`src/rtl/id_ex_stage_pkg.sv`:
```
// Shared types for the ID/EX stage: widths, ALU opcodes, EX register bundle.
// Latency: n/a (types only).
// Backpressure: n/a.
package id_ex_stage_pkg;

    localparam int CPU_WIDTH = 32;
    localparam int DATA_W    = CPU_WIDTH;
    localparam int REG_AW    = 5;

    typedef logic [DATA_W-1:0] data_t;
    typedef logic [REG_AW-1:0] reg_addr_t;

    typedef enum logic [2:0] {
        ADD_op = 3'd0,
        SUB_op = 3'd1,
        AND_op = 3'd2,
        OR_op  = 3'd3,
        XOR_op = 3'd4,
        SLT_op = 3'd5,
        SLL_op = 3'd6,
        SRL_op = 3'd7
    } alu_op_t;

    typedef struct packed {
        logic      valid;
        data_t     pc;
        reg_addr_t rs1_addr;
        reg_addr_t rs2_addr;
        data_t     rs1_val;
        data_t     rs2_val;
        data_t     imm;
        logic      use_imm;
        alu_op_t   aluop;
        reg_addr_t rd_addr;
        logic      rd_we;
        logic      is_load;
    } ex_regs_t;

    function automatic ex_regs_t ex_bubble();
        ex_regs_t b;
        b       = '0;
        b.aluop = ADD_op;
        return b;
    endfunction

    // A writer with a nonzero destination that matches either ID source.
    function automatic logic src_conflict(reg_addr_t rd, logic we, reg_addr_t rs1, reg_addr_t rs2);
        return we && (rd != '0) && ((rd == rs1) || (rd == rs2));
    endfunction

endpackage

```
`src/rtl/id_ex_stage_if.sv`:
```
// Bundle between decode/downstream stages and the ID/EX stage.
// Latency: n/a (wiring only).
// Backpressure: stall/flush from the controller; hazard_stall back to it.
interface id_ex_stage_if;
    import id_ex_stage_pkg::*;

    logic      stall;
    logic      flush;
    logic      id_valid;
    data_t     id_pc;
    reg_addr_t id_rs1_addr;
    reg_addr_t id_rs2_addr;
    data_t     id_rs1_val;
    data_t     id_rs2_val;
    data_t     id_imm;
    logic      id_use_imm;
    alu_op_t   id_aluop;
    reg_addr_t id_rd_addr;
    logic      id_rd_we;
    logic      id_is_load;

    reg_addr_t exmem_rd_addr;
    reg_addr_t memwb_rd_addr;
    logic      exmem_rd_we;
    logic      memwb_rd_we;
    data_t     exmem_result;
    data_t     memwb_result;

    data_t     alu_a;
    data_t     alu_b;
    alu_op_t   alu_op;
    logic      ex_valid;
    data_t     ex_pc;
    reg_addr_t ex_rd_addr;
    logic      ex_rd_we;
    logic      ex_is_load;
    data_t     ex_store_data;
    logic      hazard_stall;

    modport master (
        output stall, flush, id_valid, id_pc, id_rs1_addr, id_rs2_addr,
               id_rs1_val, id_rs2_val, id_imm, id_use_imm, id_aluop,
               id_rd_addr, id_rd_we, id_is_load,
               exmem_rd_addr, memwb_rd_addr, exmem_rd_we, memwb_rd_we,
               exmem_result, memwb_result,
        input  alu_a, alu_b, alu_op, ex_valid, ex_pc, ex_rd_addr, ex_rd_we,
               ex_is_load, ex_store_data, hazard_stall
    );

    modport slave (
        input  stall, flush, id_valid, id_pc, id_rs1_addr, id_rs2_addr,
               id_rs1_val, id_rs2_val, id_imm, id_use_imm, id_aluop,
               id_rd_addr, id_rd_we, id_is_load,
               exmem_rd_addr, memwb_rd_addr, exmem_rd_we, memwb_rd_we,
               exmem_result, memwb_result,
        output alu_a, alu_b, alu_op, ex_valid, ex_pc, ex_rd_addr, ex_rd_we,
               ex_is_load, ex_store_data, hazard_stall
    );

endinterface

```
`src/rtl/id_ex_stage_fwd_mux.sv`:
```
// Operand forwarding mux: EX/MEM over MEM/WB over register value; x0 never forwarded.
// Latency: combinational.
// Backpressure: none.
module id_ex_stage_fwd_mux
    import id_ex_stage_pkg::*;
(
    input  reg_addr_t rs_addr_i,
    input  data_t     reg_val_i,
    input  reg_addr_t exmem_rd_addr_i,
    input  logic      exmem_rd_we_i,
    input  data_t     exmem_result_i,
    input  reg_addr_t memwb_rd_addr_i,
    input  logic      memwb_rd_we_i,
    input  data_t     memwb_result_i,
    output data_t     fwd_val_o
);

    always_comb begin
        fwd_val_o = reg_val_i;
        if (rs_addr_i != '0) begin
            if (exmem_rd_we_i && (exmem_rd_addr_i == rs_addr_i)) begin
                fwd_val_o = exmem_result_i;
            end else if (memwb_rd_we_i && (memwb_rd_addr_i == rs_addr_i)) begin
                fwd_val_o = memwb_result_i;
            end
        end
    end

endmodule

```
`src/rtl/id_ex_stage.sv`:
```
// ID/EX pipeline register with RAW forwarding and hazard request (FORWARD_EN enables forwarding).
// Latency: 1 cycle id_* -> ex_*; ALU operands combinational from downstream results.
// Backpressure: flush > stall > load; hazard_stall asks the controller to stall IF/ID and flush here.
module id_ex_stage
    import id_ex_stage_pkg::*;
(
    input  logic           clk,
    input  logic           rst_n,
    id_ex_stage_if.slave   bus
);

`ifdef FORWARD_EN
    localparam logic FWD_ON = 1'b1;
`else
    localparam logic FWD_ON = 1'b0;
`endif

    ex_regs_t ex_q;
    ex_regs_t ex_d;
    ex_regs_t id_fields;
    data_t    rs1_fwd;
    data_t    rs2_fwd;
    logic     load_use;
    logic     raw_any;

    always_comb begin
        id_fields          = ex_bubble();
        id_fields.valid    = bus.id_valid;
        id_fields.pc       = bus.id_pc;
        id_fields.rs1_addr = bus.id_rs1_addr;
        id_fields.rs2_addr = bus.id_rs2_addr;
        id_fields.rs1_val  = bus.id_rs1_val;
        id_fields.rs2_val  = bus.id_rs2_val;
        id_fields.imm      = bus.id_imm;
        id_fields.use_imm  = bus.id_use_imm;
        id_fields.aluop    = bus.id_aluop;
        id_fields.rd_addr  = bus.id_rd_addr;
        id_fields.rd_we    = bus.id_rd_we & bus.id_valid;
        id_fields.is_load  = bus.id_is_load;
    end

    always_comb begin
        ex_d = ex_q;
        if (bus.flush) begin
            ex_d = ex_bubble();
        end else if (!bus.stall) begin
            ex_d = id_fields;
        end
    end

    always_ff @(posedge clk or negedge rst_n) begin
        if (!rst_n) begin
            ex_q <= ex_bubble();
        end else begin
            ex_q <= ex_d;
        end
    end

    // With forwarding disabled the write enables are masked, so the muxes pass the register value.
    id_ex_stage_fwd_mux u_fwd_rs1 (
        .rs_addr_i       (ex_q.rs1_addr),
        .reg_val_i       (ex_q.rs1_val),
        .exmem_rd_addr_i (bus.exmem_rd_addr),
        .exmem_rd_we_i   (bus.exmem_rd_we & FWD_ON),
        .exmem_result_i  (bus.exmem_result),
        .memwb_rd_addr_i (bus.memwb_rd_addr),
        .memwb_rd_we_i   (bus.memwb_rd_we & FWD_ON),
        .memwb_result_i  (bus.memwb_result),
        .fwd_val_o       (rs1_fwd)
    );

    id_ex_stage_fwd_mux u_fwd_rs2 (
        .rs_addr_i       (ex_q.rs2_addr),
        .reg_val_i       (ex_q.rs2_val),
        .exmem_rd_addr_i (bus.exmem_rd_addr),
        .exmem_rd_we_i   (bus.exmem_rd_we & FWD_ON),
        .exmem_result_i  (bus.exmem_result),
        .memwb_rd_addr_i (bus.memwb_rd_addr),
        .memwb_rd_we_i   (bus.memwb_rd_we & FWD_ON),
        .memwb_result_i  (bus.memwb_result),
        .fwd_val_o       (rs2_fwd)
    );

    assign load_use = bus.id_valid &&
                      src_conflict(ex_q.rd_addr, ex_q.valid & ex_q.is_load,
                                   bus.id_rs1_addr, bus.id_rs2_addr);

`ifdef FORWARD_EN
    assign raw_any = 1'b0;
`else
    // Without bypass paths every in-flight producer must drain before ID may read.
    assign raw_any = bus.id_valid &&
                     (src_conflict(ex_q.rd_addr, ex_q.rd_we,
                                   bus.id_rs1_addr, bus.id_rs2_addr) ||
                      src_conflict(bus.exmem_rd_addr, bus.exmem_rd_we,
                                   bus.id_rs1_addr, bus.id_rs2_addr));
`endif

    assign bus.hazard_stall  = load_use | raw_any;
    assign bus.alu_a         = rs1_fwd;
    assign bus.alu_b         = ex_q.use_imm ? ex_q.imm : rs2_fwd;
    assign bus.ex_store_data = rs2_fwd;
    assign bus.alu_op        = ex_q.aluop;
    assign bus.ex_valid      = ex_q.valid;
    assign bus.ex_pc         = ex_q.pc;
    assign bus.ex_rd_addr    = ex_q.rd_addr;
    assign bus.ex_rd_we      = ex_q.rd_we;
    assign bus.ex_is_load    = ex_q.is_load;

endmodule

```
`src/flat_wrapper.sv`:
```
// flat-port wrapper written by rule: the top's interface ports become plain ports
module id_ex_stage_flat import id_ex_stage_pkg::*;
  (clk, rst_n, bus_stall, bus_flush, bus_id_valid, bus_id_pc, bus_id_rs1_addr, bus_id_rs2_addr, bus_id_rs1_val, bus_id_rs2_val, bus_id_imm, bus_id_use_imm, bus_id_aluop, bus_id_rd_addr, bus_id_rd_we, bus_id_is_load, bus_exmem_rd_addr, bus_memwb_rd_addr, bus_exmem_rd_we, bus_memwb_rd_we, bus_exmem_result, bus_memwb_result, bus_alu_a, bus_alu_b, bus_alu_op, bus_ex_valid, bus_ex_pc, bus_ex_rd_addr, bus_ex_rd_we, bus_ex_is_load, bus_ex_store_data, bus_hazard_stall);
  id_ex_stage_if bus_i ();
  input  logic clk;
  input  logic rst_n;
  input wire logic [$bits(bus_i.stall)-1:0] bus_stall;
  input wire logic [$bits(bus_i.flush)-1:0] bus_flush;
  input wire logic [$bits(bus_i.id_valid)-1:0] bus_id_valid;
  input wire logic [$bits(bus_i.id_pc)-1:0] bus_id_pc;
  input wire logic [$bits(bus_i.id_rs1_addr)-1:0] bus_id_rs1_addr;
  input wire logic [$bits(bus_i.id_rs2_addr)-1:0] bus_id_rs2_addr;
  input wire logic [$bits(bus_i.id_rs1_val)-1:0] bus_id_rs1_val;
  input wire logic [$bits(bus_i.id_rs2_val)-1:0] bus_id_rs2_val;
  input wire logic [$bits(bus_i.id_imm)-1:0] bus_id_imm;
  input wire logic [$bits(bus_i.id_use_imm)-1:0] bus_id_use_imm;
  input wire logic [$bits(bus_i.id_aluop)-1:0] bus_id_aluop;
  input wire logic [$bits(bus_i.id_rd_addr)-1:0] bus_id_rd_addr;
  input wire logic [$bits(bus_i.id_rd_we)-1:0] bus_id_rd_we;
  input wire logic [$bits(bus_i.id_is_load)-1:0] bus_id_is_load;
  input wire logic [$bits(bus_i.exmem_rd_addr)-1:0] bus_exmem_rd_addr;
  input wire logic [$bits(bus_i.memwb_rd_addr)-1:0] bus_memwb_rd_addr;
  input wire logic [$bits(bus_i.exmem_rd_we)-1:0] bus_exmem_rd_we;
  input wire logic [$bits(bus_i.memwb_rd_we)-1:0] bus_memwb_rd_we;
  input wire logic [$bits(bus_i.exmem_result)-1:0] bus_exmem_result;
  input wire logic [$bits(bus_i.memwb_result)-1:0] bus_memwb_result;
  output wire logic [$bits(bus_i.alu_a)-1:0] bus_alu_a;
  output wire logic [$bits(bus_i.alu_b)-1:0] bus_alu_b;
  output wire logic [$bits(bus_i.alu_op)-1:0] bus_alu_op;
  output wire logic [$bits(bus_i.ex_valid)-1:0] bus_ex_valid;
  output wire logic [$bits(bus_i.ex_pc)-1:0] bus_ex_pc;
  output wire logic [$bits(bus_i.ex_rd_addr)-1:0] bus_ex_rd_addr;
  output wire logic [$bits(bus_i.ex_rd_we)-1:0] bus_ex_rd_we;
  output wire logic [$bits(bus_i.ex_is_load)-1:0] bus_ex_is_load;
  output wire logic [$bits(bus_i.ex_store_data)-1:0] bus_ex_store_data;
  output wire logic [$bits(bus_i.hazard_stall)-1:0] bus_hazard_stall;
  assign bus_i.stall = bus_stall;
  assign bus_i.flush = bus_flush;
  assign bus_i.id_valid = bus_id_valid;
  assign bus_i.id_pc = bus_id_pc;
  assign bus_i.id_rs1_addr = bus_id_rs1_addr;
  assign bus_i.id_rs2_addr = bus_id_rs2_addr;
  assign bus_i.id_rs1_val = bus_id_rs1_val;
  assign bus_i.id_rs2_val = bus_id_rs2_val;
  assign bus_i.id_imm = bus_id_imm;
  assign bus_i.id_use_imm = bus_id_use_imm;
  assign bus_i.id_aluop = bus_id_aluop;
  assign bus_i.id_rd_addr = bus_id_rd_addr;
  assign bus_i.id_rd_we = bus_id_rd_we;
  assign bus_i.id_is_load = bus_id_is_load;
  assign bus_i.exmem_rd_addr = bus_exmem_rd_addr;
  assign bus_i.memwb_rd_addr = bus_memwb_rd_addr;
  assign bus_i.exmem_rd_we = bus_exmem_rd_we;
  assign bus_i.memwb_rd_we = bus_memwb_rd_we;
  assign bus_i.exmem_result = bus_exmem_result;
  assign bus_i.memwb_result = bus_memwb_result;
  assign bus_alu_a = bus_i.alu_a;
  assign bus_alu_b = bus_i.alu_b;
  assign bus_alu_op = bus_i.alu_op;
  assign bus_ex_valid = bus_i.ex_valid;
  assign bus_ex_pc = bus_i.ex_pc;
  assign bus_ex_rd_addr = bus_i.ex_rd_addr;
  assign bus_ex_rd_we = bus_i.ex_rd_we;
  assign bus_ex_is_load = bus_i.ex_is_load;
  assign bus_ex_store_data = bus_i.ex_store_data;
  assign bus_hazard_stall = bus_i.hazard_stall;
  id_ex_stage u_core (.clk(clk), .rst_n(rst_n), .bus(bus_i));
endmodule
```
`config.mk`:
```
export PLATFORM = sky130hd
export DESIGN_NAME = id_ex_stage_flat
export DESIGN_NICKNAME = d
export VERILOG_FILES = /design/src/rtl/id_ex_stage_pkg.sv /design/src/rtl/id_ex_stage_if.sv /design/src/rtl/id_ex_stage_fwd_mux.sv /design/src/rtl/id_ex_stage.sv /design/src/flat_wrapper.sv
export SDC_FILE = /design/constraint.sdc
export NUM_CORES = 1
export LEC_CHECK = 0
export BUFFER_PORTS_ARGS = -buffer_cell sky130_fd_sc_hd__buf_2
export CORE_ASPECT_RATIO = 0.9
export CORE_MARGIN = 3
export CORE_UTILIZATION = 39
export CTS_CLUSTER_DIAMETER = 120
export CTS_CLUSTER_SIZE = 14
export DETAILED_ROUTE_END_ITERATION = 10
export PLACE_DENSITY = 0.71
export SETUP_SLACK_MARGIN = 0.02
export SYNTH_ARGS = -nofsm -noshare
export SYNTH_HDL_FRONTEND = slang
export SYNTH_SLANG_ARGS = --single-unit
```
`constraint.sdc`:
```
create_clock -name clk -period 1.8 [get_ports clk]
set_input_delay 0.36 -clock clk [delete_from_list [all_inputs] [get_ports clk]]
set_output_delay 0.36 -clock clk [all_outputs]
set_load 0.03 [all_outputs]
```
Word level (Yosys, flattened, before mapping):

Cells that the tools add are included.

* flip-flop bits (word level): 140
* input port bits: 230
* output and inout port bits: 140
* word-level logic and storage cells: 34

* eq/ne operators: 5
* mux-type cells: 3
* bitwise logic cells: 3
* reductions and logical operators: 13

Operators by type and width (count)
* $mux 150: 2
* $mux 32: 1
* $eq 5x5->1: 4
* $reduce_bool 5->1: 2
* $logic_and 1x1->1: 8
* $logic_or 1x1->1: 3
* $and 1x1->1: 2
* $ne 2x1->1 const B: 1
* $or 1x1->1: 1

Longest topological paths before layout:

Gate-level depths: netlist (run 1).

* depth after elaboration: 6
* gate-level depth with buffers: 5
* gate-level depth less buffers: 4

Modules after synthesis:

A second synthesis (run 1) with hierarchy kept.

* cell total of the unflattened synthesis: 795
* area, all modules: 8836.0 µm²

Modules (own cells, without submodules)
* id_ex_stage: times used 1, cells an instance 599, area an instance 6991.7 µm², sequential area each 3753.6 µm²
* id_ex_stage_fwd_mux: times used 2, cells an instance 98, area an instance 922.1 µm², sequential area each 0.0 µm²

Worst setup path before layout (run 1):

Ideal clock, no wire load.

* path kind: reg2out
* start point: register u_core.ex_q (netlist bit u_core.bus.ex_rd_addr[3])
* end point: output bus_hazard_stall
* arrival time: 1.367 ns
* required time: 1.440 ns
* setup slack: 0.073 ns
* cell stages (with the launch flop): 5
* path buffers: 0
* path through: dfrtp_1 xor2_1 nor3_1 a22oi_1 o22ai_1

* longest elaborated chain between the ends: 6
* elaborated cells on any way between the ends: 12
* those cells by class: 2 x eq/ne; 1 x bitwise; 9 x reduce/logical

Ends and longest elaborated chain
* start: declaration: RTL line id_ex_stage.sv:18 `ex_regs_t ex_q;`
* start signal: assignment: RTL line id_ex_stage.sv:53 `ex_q <= ex_bubble();`
* $eq 5x5->1 or $reduce_bool 5->1 (tied branches): RTL line id_ex_stage_pkg.sv:48 `return we && (rd != '0) && ((rd == rs1) || (rd == rs2));`
* $logic_or 1x1->1 or $logic_and 1x1->1 (tied branches): RTL line id_ex_stage_pkg.sv:48
* $logic_and 1x1->1: RTL line id_ex_stage_pkg.sv:48
* $logic_or 1x1->1: RTL line id_ex_stage.sv:94 `bus.id_rs1_addr, bus.id_rs2_addr) ||`
* $logic_and 1x1->1: RTL line id_ex_stage.sv:92 `assign raw_any = bus.id_valid &&`
* $or 1x1->1 *: RTL line id_ex_stage.sv:99 `assign bus.hazard_stall = load_use | raw_any;`
* end: declaration: RTL line flat_wrapper.sv:36 `output wire logic [$bits(bus_i.hazard_stall)-1:0] bus_hazard_stall;`

Every way passes the cells marked *; elsewhere a longest branch is shown, timed or not.

Worst setup path after layout (run 1):

* start point: register u_core.ex_q (netlist bit u_core.bus.ex_rd_addr[0])
* end point: output bus_hazard_stall

The elaborated chain is that of the path after synthesis.

==> impl_results.md, run 1 <==
- Status: finished with violations
- Failing checks: setup timing
- Leak: 5.139 nW
- MaxCap Viol Count: 0
- Critical Path Slowest Stage Cell: dfrtp_2
- Crit end category: output port
- CP Launch Type: flop
- DP HPWL: 11960 um
- Multi-input logic area: ~2600 um2
- Post-Route Hold Slack: 180.8 ps
- Cell count after synthesis: 630
- Final instance area: 9198 um2
- Required time worst endpoint: 1440 ps
- Crit-path max cell delay: approximately 400 ps
- TritonCTS sink count: 140
- Synthesized Nets: 860
- Leading cell type in the layout, fill and taps excluded: buf_2
- Seq/Total Area, Yosys: roughly half
- Synth Register Bits: 140
- Worst Path Max Fanout: 3
- Initial DRC count: 140
- Critical path class: reg2out
- Crit path time final: approximately 2200 ps
- Commonest cells after routing, fill and taps aside: buf_2, nor2_1, mux2i_1
- Root Buffer: clkbuf_16
- GRT Util Overall: around 17%
- Setup ws final: -388.3 ps
- Largest delay contributor family on the critical path: flip-flops
- Unrepaired setup endpoints after global routing: yes
- Reg2Reg Setup Slack: 760 ps
- Initial antenna violation count: 2
- Fin nets: ~1100
- Final Max Tran Viols: 0
- Largest net degree at the start of global routing: 77
- Io pins: 370
- Core area: between 15000 and 20000 um2
- Die Wd: 147.9 um
- Mapped cell area: 7071 um2
- Hold Crit Class: in2reg
- VDD IR-drop max: 0.6117 mV
- Yosys warns: 0
- WP buf/inv: 2
- Area growth from synthesis to final layout: 30.08%
- Util after Layout: 51.88%
- Clk_skew: 0 ps
- Drt pass-1 iters: 4
- Syn avg cell area: between 10 and 15 um2
- Die Y: 133.7 um
- Final period utilization: 121.6%
- Final setup viols: 33
- Distinct cells, synth: 20
- PwrDens: 943.7 nW/um2
- CTS tree: built
- Share of layout cells above drive strength 1: roughly 47%
- Aggregate routed wire length: 17610 um
- CP cell instances: buf_6 -> xor2_1 -> nor3_1 -> a22oi_2 -> o22ai_2 -> buf_6
- Fmax achieved: 0.4570 GHz
- ANT nets after route: 0
- Number of global-route vias before repair: 5219
- DIE AREA: 19780 um2
- Clock Tree Buf Depth: 2
- Vias: 5050
- Worst-Margin Slew: 346.5 ps
- Top cell type by total area after synthesis: dfrtp_1
- CP arrival: 1830 ps
- Storage element area: 3507 um2
- First-pass GRT wire length: about 27000 um
- Avg WL per Cell: 16.06 um
- Final Hold Fails: 0
- Synth area leaders: dfrtp_1, mux2i_1, buf_4
- Synth top area share: approximately half
- Via-to-Cell Ratio: about 4.6
- GPL Wtd Cong: 0.7615
- H-tree levels: 4
- Slew HR: between 70% and 80%
- Worst-path clk slew: approximately 60 ps
- Worst skew pair latency: 410 ps
- CP dominant cell by count: buf_6
- Placed instance area: a little over 8000 um2
- DRC viols: 0
- Row count: 46
- Overflow left after global routing: 0
- Port Buffers: 299
- CTS buffer count: 17
- FILL cells: 1604
- Initial Util: between 30% and 40%
==> final timing paths <==
kind	start	to	cells after the start
max in group asynchronous	rst_n	u_core.bus.ex_pc[19]	3
min	bus_id_imm[28]	u_core.ex_q[39]	3
max	u_core.bus.ex_rd_addr[0]	bus_hazard_stall	6
max reg2reg	u_core.ex_q[10]	u_core.ex_q[10]	4
min in group asynchronous	rst_n	u_core.ex_q[82]	2
min reg2reg	u_core.bus.ex_pc[2]	u_core.bus.ex_pc[2]	2
==> area by class of cell <==
class                           instances  area share, %
Tap cell                              240          3.265
Sequential cell                       140          38.13
Clock buffer                           20          4.856
Antenna cell                            3        0.08162
Clock inverter                         12          1.768
Multi-Input combinational cell        350          28.66
Timing Repair Buffer                  331          23.23
==> synthesized netlist by cell type (all sizes together) <==
| library cell | instances |
|---|---|
| buf | 125 |
| a21oi | 1 |
| mux2 | 32 |
| a22oi | 2 |
| nor3 | 4 |
| or4 | 2 |
| clkbuf | 15 |
| o22ai | 1 |
| dfrtp | 140 |
| nand2 | 1 |
| a21o | 1 |
| xor2 | 20 |
| nor2 | 145 |
| o211ai | 2 |
| mux2i | 139 |
==> metal layers <==
metal  part of all wire [%]  up-vias  routed length [um]  global-route usage, %
met2                     49      210                8630                  29.83
met4                    2.4        0                 427                  6.824
met1                     40     2411                7053                  20.44
met5                      0        -                   0                      0
li1                       -     2403                   -                      -
met3                    8.5       26                1496                  5.816
==> power by group <==
part	switching, mW	internal [mW]	leakage [nW]
registers	0.112	3.33	1.85
logic	0.934	0.678	2.99
clock network	1.40	2.23	0.292
total	2.44	6.24	5.14
==> registers in the layout (all words and copies together) (netlist names) <==
name / count
u_core.bus.ex_valid: 1
u_core.bus.alu_op: 3
u_core.bus.ex_pc: 32
u_core.bus.ex_rd_we: 1
u_core.bus.ex_rd_addr: 5
u_core.ex_q: 97
u_core.bus.ex_is_load: 1
==> cells by family after synthesis <==
| family | share of synthesized area (%) |
|---|---|
| buffers and inverters | 14.14 |
| muxes | 24.77 |
| AOI/OAI and AO/OA | 0.7609 |
| DFF | 49.55 |
| xor gates and xnor gates | 2.477 |
| and+or+nand+nor | 8.299 |
==> stage by stage <==
stage | total power [mW] | TNS, ps | cells | setup WS [ps]
global placement | 4.933 | -2.640 | 1048 | -2.640
global route | 9.062 | -6766 | 1095 | -511.3
CTS | 8.786 | -6359 | 1093 | -385.1
floorplan | 4.568 | 0 | 630 | 73.19
detailed placement | 4.957 | -13.03 | 1048 | -13.03
finish | 8.679 | -5154 | 1096 | -388.3
==> tightest hold or removal path, cell delays in order <==
cell and delay (ps):
buf_2 80, mux2i_1 50, nor2_1 70
==> timing repair <==
item                       4_1_cts  5_1_grt
hold endpoints to repair        28        0
resized for setup               89        6
hold buffers                     1        0
setup buffers                   10        1
gates cloned                     2        1
setup endpoints to repair       33       33
pin swaps                        3        5
Power figures use the tool's default switching activity.
==> run 2, diff against run 1 <==
--- a/config.mk
+++ b/config.mk
@@ -13,6 +13,7 @@
 export CTS_CLUSTER_SIZE = 14
 export DETAILED_ROUTE_END_ITERATION = 10
 export PLACE_DENSITY = 0.71
+export RECOVER_POWER = 25
 export SETUP_SLACK_MARGIN = 0.02
 export SYNTH_ARGS = -nofsm -noshare
 export SYNTH_HDL_FRONTEND = slang
==> run 2 against run 1 <==
  * The run still ends with setup timing left
  * Die area stayed put
  * Design area is 0.68% lower
  * Utilization shrank 0.35 points
  * Setup slack barely moved
  * Clock power hardly changed
  * Count of clock-buffer cells in the layout did not move
  * Clock skew stayed put
  * Critical path depth unchanged
  * Critical path type unchanged
  * Critical endpoint unchanged
==> impl_results.md, run 2 (synthesis results as in run 1) <==
- CTS buffer count: 17
- Leak: 5.104 nW
- Final Max Tran Viols: 0
- Initial Util: 39.89%
- Clk_skew: 0 ps
- Crit path time final: 2188 ps
- Worst skew pair latency: 410 ps
- CP Launch Type: flop
- VDD IR-drop max: about 0.6 mV
- Row count: 46
- Area growth from synthesis to final layout: 29.20%
- Crit end category: output port
- Aggregate routed wire length: 17550 um
- Die Y: 133.7 um
- Final period utilization: 121.6%
- DRC viols: 0
- Final instance area: 9135 um2
- Core area: 17730 um2
- Overflow left after global routing: 0
- Hold Crit Endpoint: u_core.ex_q[39]
- Status: finished with violations
- Worst Path Max Fanout: 3
- MaxCap Viol Count: 0
- Worst-path clk slew: around 60 ps
- Post-Route Hold Slack: 178.9 ps
- Final setup viols: 33
- Root Buffer: clkbuf_16
- Die Wd: 147.9 um
- Worst hold start: bus_id_imm[28]
- Reg2Reg Setup Slack: 760 ps
- Unrepaired setup endpoints after global routing: yes
- Commonest cells after routing, fill and taps aside: buf_2, nor2_1, mux2i_1
- Pre-CTS WS: -13.03 ps
- Io pins: 370
- CTS tree: built
- Required time worst endpoint: 1440 ps
- Fin nets: 1070
- CP arrival: 1830 ps
- DP HPWL: approximately 12000 um
- Slew HR: 44.70%
- Pwr Total: around 8.7 mW
- Initial antenna violation count: 2
- Max reg flops: 97
- Via-to-Cell Ratio: 4.626
- Port Buffers: 299
- Fin Setup TNS: -5139 ps
- Placed instance area: 8113 um2
- Initial DRC count: 136
- R2R cell count: 4
- Hold Crit Class: in2reg
- ANT nets after route: 0
- TritonCTS sink count: 140
- Critical path class: reg2out
- First-pass GRT wire length: 27270 um
- Setup ws final: -388.4 ps
- Failing checks: setup timing
- Number of global-route vias before repair: roughly 5200
- Fmax achieved: 0.4570 GHz
- Fin cells: 1096
- Avg WL per Cell: 16.01 um
- DIE AREA: 19780 um2
- Most flops, register: u_core.ex_q
- H-tree levels: 4
- Leading cell type in the layout, fill and taps excluded: buf_2
- Largest net degree at the start of global routing: 77
- RR Startpoint: u_core.ex_q[10]
- Util after Layout: 51.53%
- Share of layout cells above drive strength 1: 46.19%
- Drt pass-1 iters: 4
- Inst Count DP: 1048
- Worst-Margin Slew: 829.5 ps
- Vias: 5070
- Clock Tree Buf Depth: 2
- GRT Util Overall: 17.48%
- Hold path depth: 3
- PwrDens: 948.1 nW/um2
- GPL Wtd Cong: ~0.76
- Final Hold Fails: 0
- FF-to-FF End: u_core.ex_q[10]
==> run 2: changes by cell type in the layout (fill, tap and decap cells not counted) <==
cell      delta
buf_4        -7
clkbuf_1     +6
clkbuf_4     +2
buf_12       -2
buf_6        -2
clkbuf_2     +3
==> run 2: worst max-delay path, stage by stage (launching register included) <==
cell	delay, ps
dfrtp_2	410
buf_6	120
xor2_1	160
nor3_1	240
a22oi_2	120
o22ai_2	210
buf_6	160
==> run 2: area by class of cell <==
class                      count  area, um2
fill                        1618       8592
sequential                   140       3507
multi-input combinational    350       2636
timing repair buffer         331       2074
clock buffer                  20      446.7
tap                          240      300.3
clock inverter                12      162.7
antenna                        3      7.507
==> run 2: worst max-delay path by stage <==
| stage | cells past startpoint | slack [ps] | to | startpoint |
|---|---|---|---|---|
| global placement | 5 | -3 | bus_hazard_stall | bus_exmem_rd_addr[0] |
| detailed placement | 5 | -10 | bus_hazard_stall | bus_exmem_rd_addr[0] |
| CTS | 4 | -390 | bus_hazard_stall | u_core.bus.ex_rd_addr[0] |
| finish | 6 | -390 | bus_hazard_stall | u_core.bus.ex_rd_addr[0] |
| global route | 6 | -510 | bus_hazard_stall | u_core.bus.ex_rd_addr[0] |
| floorplan | 4 | 70 | bus_hazard_stall | u_core.bus.ex_rd_addr[3] |
==> run 2: per-layer routing <==
layer  global-route usage (%)  vias to the layer above  routed length [um]
met5                        0                        -                   0
met4                    6.824                        0                 427
met3                    5.816                       26                1520
met2                    29.83                      222                8643
met1                    20.44                     2419                6958
li1                         -                     2403                   -
==> run 2: power breakdown <==
part	total (mW)	switching (mW)	internal [mW]	leakage, nW
logic	1.60	0.932	0.665	2.96
registers	3.44	0.113	3.33	1.85
clock network	3.63	1.39	2.23	0.292
==> run 2: repair_timing <==
item | CTS | global route
endpoints found under the hold margin | 28 | 0
setup endpoints to repair | 33 | 33
pin swaps | 3 | 5
resized for setup | 89 | 6
hold buffers | 1 | 0
cloned | 2 | 1
setup buffers | 10 | 1
==> run 3, diff against run 2 <==
--- a/config.mk
+++ b/config.mk
@@ -12,9 +12,10 @@
 export CTS_CLUSTER_DIAMETER = 120
 export CTS_CLUSTER_SIZE = 14
 export DETAILED_ROUTE_END_ITERATION = 10
-export PLACE_DENSITY = 0.71
+export PLACE_DENSITY = 0.67
 export RECOVER_POWER = 25
 export SETUP_SLACK_MARGIN = 0.02
 export SYNTH_ARGS = -nofsm -noshare
 export SYNTH_HDL_FRONTEND = slang
+export SYNTH_HIERARCHICAL = 1
 export SYNTH_SLANG_ARGS = --single-unit
==> run 3 against run 2 <==
  * The run ends with slew limit, setup timing left
  * Critical path depth down 2
  * Worst hold slack about the same
  * Clock power fell by 6.3%
  * Setup slack gained 54 ps
  * Sequential power rose by 7.6%
  * Synthesized cell count grew 26%
  * Non-clock buffer count increased by 73
  * Global-route usage is 5.8 points higher
  * Synthesized area is 25% higher
  * Flip-flop and latch count up 10
  * Critical path type unchanged
  * Highest routed layer unchanged
==> impl_results.md, run 3 <==
- Status: finished with violations
- Failing checks: slew limit, setup timing
- Final Max Tran Viols: 200
- Reg2Reg Setup Slack: 660 ps
- Required time worst endpoint: between 1000 and 1500 ps
- Seq/Total Area, Yosys: 42.48%
- Fin nets: 1347
- Mapped cell area: 8836 um2
- Unrepaired setup endpoints after global routing: yes
- FILL cells: 1994
- Leak: 6.174 nW
- Worst hold start: bus_id_imm[9]
- Crit end category: output port
- Distinct cells, synth: 32
- First-pass GRT wire length: about 44000 um
- Setup ws final: -334.9 ps
- DIE AREA: 24500 um2
- CP Launch Type: flop
- Worst-Margin Slew: 2874 ps
- GRT Util Overall: 23.32%
- Final setup viols: 33
- Share of layout cells above drive strength 1: 47.70%
- PwrDens: roughly 820 nW/um2
- TritonCTS sink count: 150
- MaxCap Viol Count: 0
- Vias: around 7600
- Max reg flops: approximately 110
- Critical path class: reg2out
- Largest net degree at the start of global routing: 62
- Hold Crit Endpoint: u_core/ex_q[20]
- H-tree levels: 4
- Synth top cells by count: nor2_1, dfrtp_1, mux2i_1, o22ai_1, a2bb2oi_2
- Crit path time final: 2135 ps
- Final period utilization: 118.6%
- Clock Tree Buf Depth: 2
- Commonest cells after routing, fill and taps aside: buf_2, nor2_1, mux2i_1
- Core area: 21950 um2
- Worst-path clk slew: 70 ps
- CTS tree: built
- Overflow left after global routing: 0
- Leading cell type in the layout, fill and taps excluded: buf_2
- Final Hold Fails: 0
- Crit-path max cell delay: 490 ps
- RR Startpoint: u_core/ex_q[10]
- FF-to-FF End: u_core/ex_q[10]
- Hold path depth: 3
- Cell count after synthesis: 795
- Ys flop type: dfrtp_1
- Placed instance area: between 10000 and 15000 um2
- Top cell type by total area after synthesis: dfrtp_1
- Yosys warns: 6
- Initial DRC count: 606
- CP cell instances: or4_4 -> o211ai_2 -> o22ai_1 -> buf_4
- DRC viols: 0
- Root Buffer: clkbuf_16
- Final instance area: 11700 um2
- Drt pass-1 iters: 5
- Worst Path Max Fanout: 4
- Most flops, register: u_core/ex_q
- Synth async-reset ratio: 100.0%
- Fmax achieved: ~0.47 GHz
- Io pins: 370
- Syn avg cell area: 11.11 um2
- Worst skew pair latency: roughly 400 ps
- Critical Path Slowest Stage Cell: or4_4
- Aggregate routed wire length: about 30000 um
- DP HPWL: 20810 um
- Inst Count DP: between 1000 and 1500
- Largest delay contributor family on the critical path: simple AND/OR/NAND/NOR gates
- Post-Route Hold Slack: 178.5 ps
- CTS buffer count: 17
- Initial antenna violation count: 2
- Slew HR: -91.89%
- GPL Wtd Cong: 0.9008
- Area growth from synthesis to final layout: 32.36%
- Hold Crit Class: in2reg
- Row count: 51
- Synth Register Bits: 150
- Number of global-route vias before repair: 7620
- Die Y: between 100 and 150 um
- Initial Util: 40.25%
- Clk_skew: 0 ps
- Via-to-Cell Ratio: 5.313
- WP buf/inv: 1
- VDD IR-drop max: 0.5164 mV
- CP arrival: 1770 ps
- R2R cell count: 5
- EDFF count, synth: 0
- ANT nets after route: 0
- Avg WL per Cell: ~21 um
- Most frequent cell after synthesis: nor2_1
- Die Wd: 164.7 um
- Port Buffers: 368
- Synth top area share: between 40% and 50%
- Fin cells: 1423
- Synth area leaders: dfrtp_1, mux2i_1, a2bb2oi_2
[run 3: changes by cell type after synthesis, moves of 12 or more]
cell	previous run	this run
clkbuf_1	15	33
nor2_1	145	157
a2bb2oi_2	0	60
buf_4	105	41
o22ai_1	1	65
[run 3: final cells by class]
type,instances,area [um2],area share [%]
Inverter,2,7.507,0.06419
Timing Repair Buffer,404,2466,21.09
Sequential cell,150,3756,32.12
Tap cell,291,364.1,3.113
Clock buffer,19,452.9,3.873
Clock inverter,13,113.9,0.9736
Antenna cell,2,5.005,0.04279
Multi-Input combinational cell,542,4529,38.73
[run 3: per-stage QoR]
stage | setup TNS (ps) | power, mW | util [%] | worst slack, ps
floorplan | 0 | 5.235 | - | 90.10
global placement | -26.39 | 5.978 | 48.79 | -26.39
detailed placement | -22.29 | 6.002 | 48.79 | -22.29
CTS | -5868 | 9.619 | 53.34 | -341.3
global route | -6400 | 9.999 | 53.28 | -384.0
finish | -4951 | 9.559 | 53.28 | -334.9
[run 3: worst register-to-register path, cell delays in order, from the launching register on]
cell and delay, ps:
dfrtp_2 410, buf_12 150, buf_12 150, buf_4 140, mux2i_1 120, nor2_1 50
[run 3: worst max-delay path by stage]
| stage | startpoint | end | slack (ps) | depth (start not counted) |
|---|---|---|---|---|
| floorplan | u_core/bus.ex_rd_addr[3] | bus_hazard_stall | 90 | 4 |
| global placement | bus_exmem_rd_addr[1] | bus_hazard_stall | -30 | 5 |
| detailed placement | bus_exmem_rd_addr[1] | bus_hazard_stall | -20 | 5 |
| CTS | u_core/bus.ex_rd_addr[3] | bus_hazard_stall | -340 | 4 |
| global route | u_core/bus.ex_rd_addr[3] | bus_hazard_stall | -380 | 4 |
| finish | u_core/bus.ex_rd_addr[3] | bus_hazard_stall | -330 | 4 |
[run 3: per-layer routing]
layer  global-route usage (%)  vias up  wire, um  share of wire, %
met5                        0        -         0                 0
met4                    7.715        0       843               2.8
met3                    5.636       53      2340               7.9
met2                    38.81      353     14400                48
met1                    29.87     3713     12220                41
li1                         -     3442         -                 -
[run 3: repair_timing]
action	CTS	global route
resized for setup	98	3
gates cloned	2	2
hold buffers	1	0
hold endpoints to repair	27	0
setup endpoints to repair	33	33
buffers inserted	5	1
[run 3: cells by family after synthesis]
kind of cell	synth area share, %
multiplexers	20.96
AND/OR/NAND/NOR	8.142
flip-flops	42.48
AO/OA/AOI/OAI	16.55
buffers and inverters	7.859
XOR/XNOR	3.965
other	0.04244
[run 3: where the power goes]
group | switching [mW] | internal (mW)
Sequential | 0.140 | 3.56
Clock | 1.53 | 1.88
Combinational | 1.43 | 1.02
Total | 3.10 | 6.46
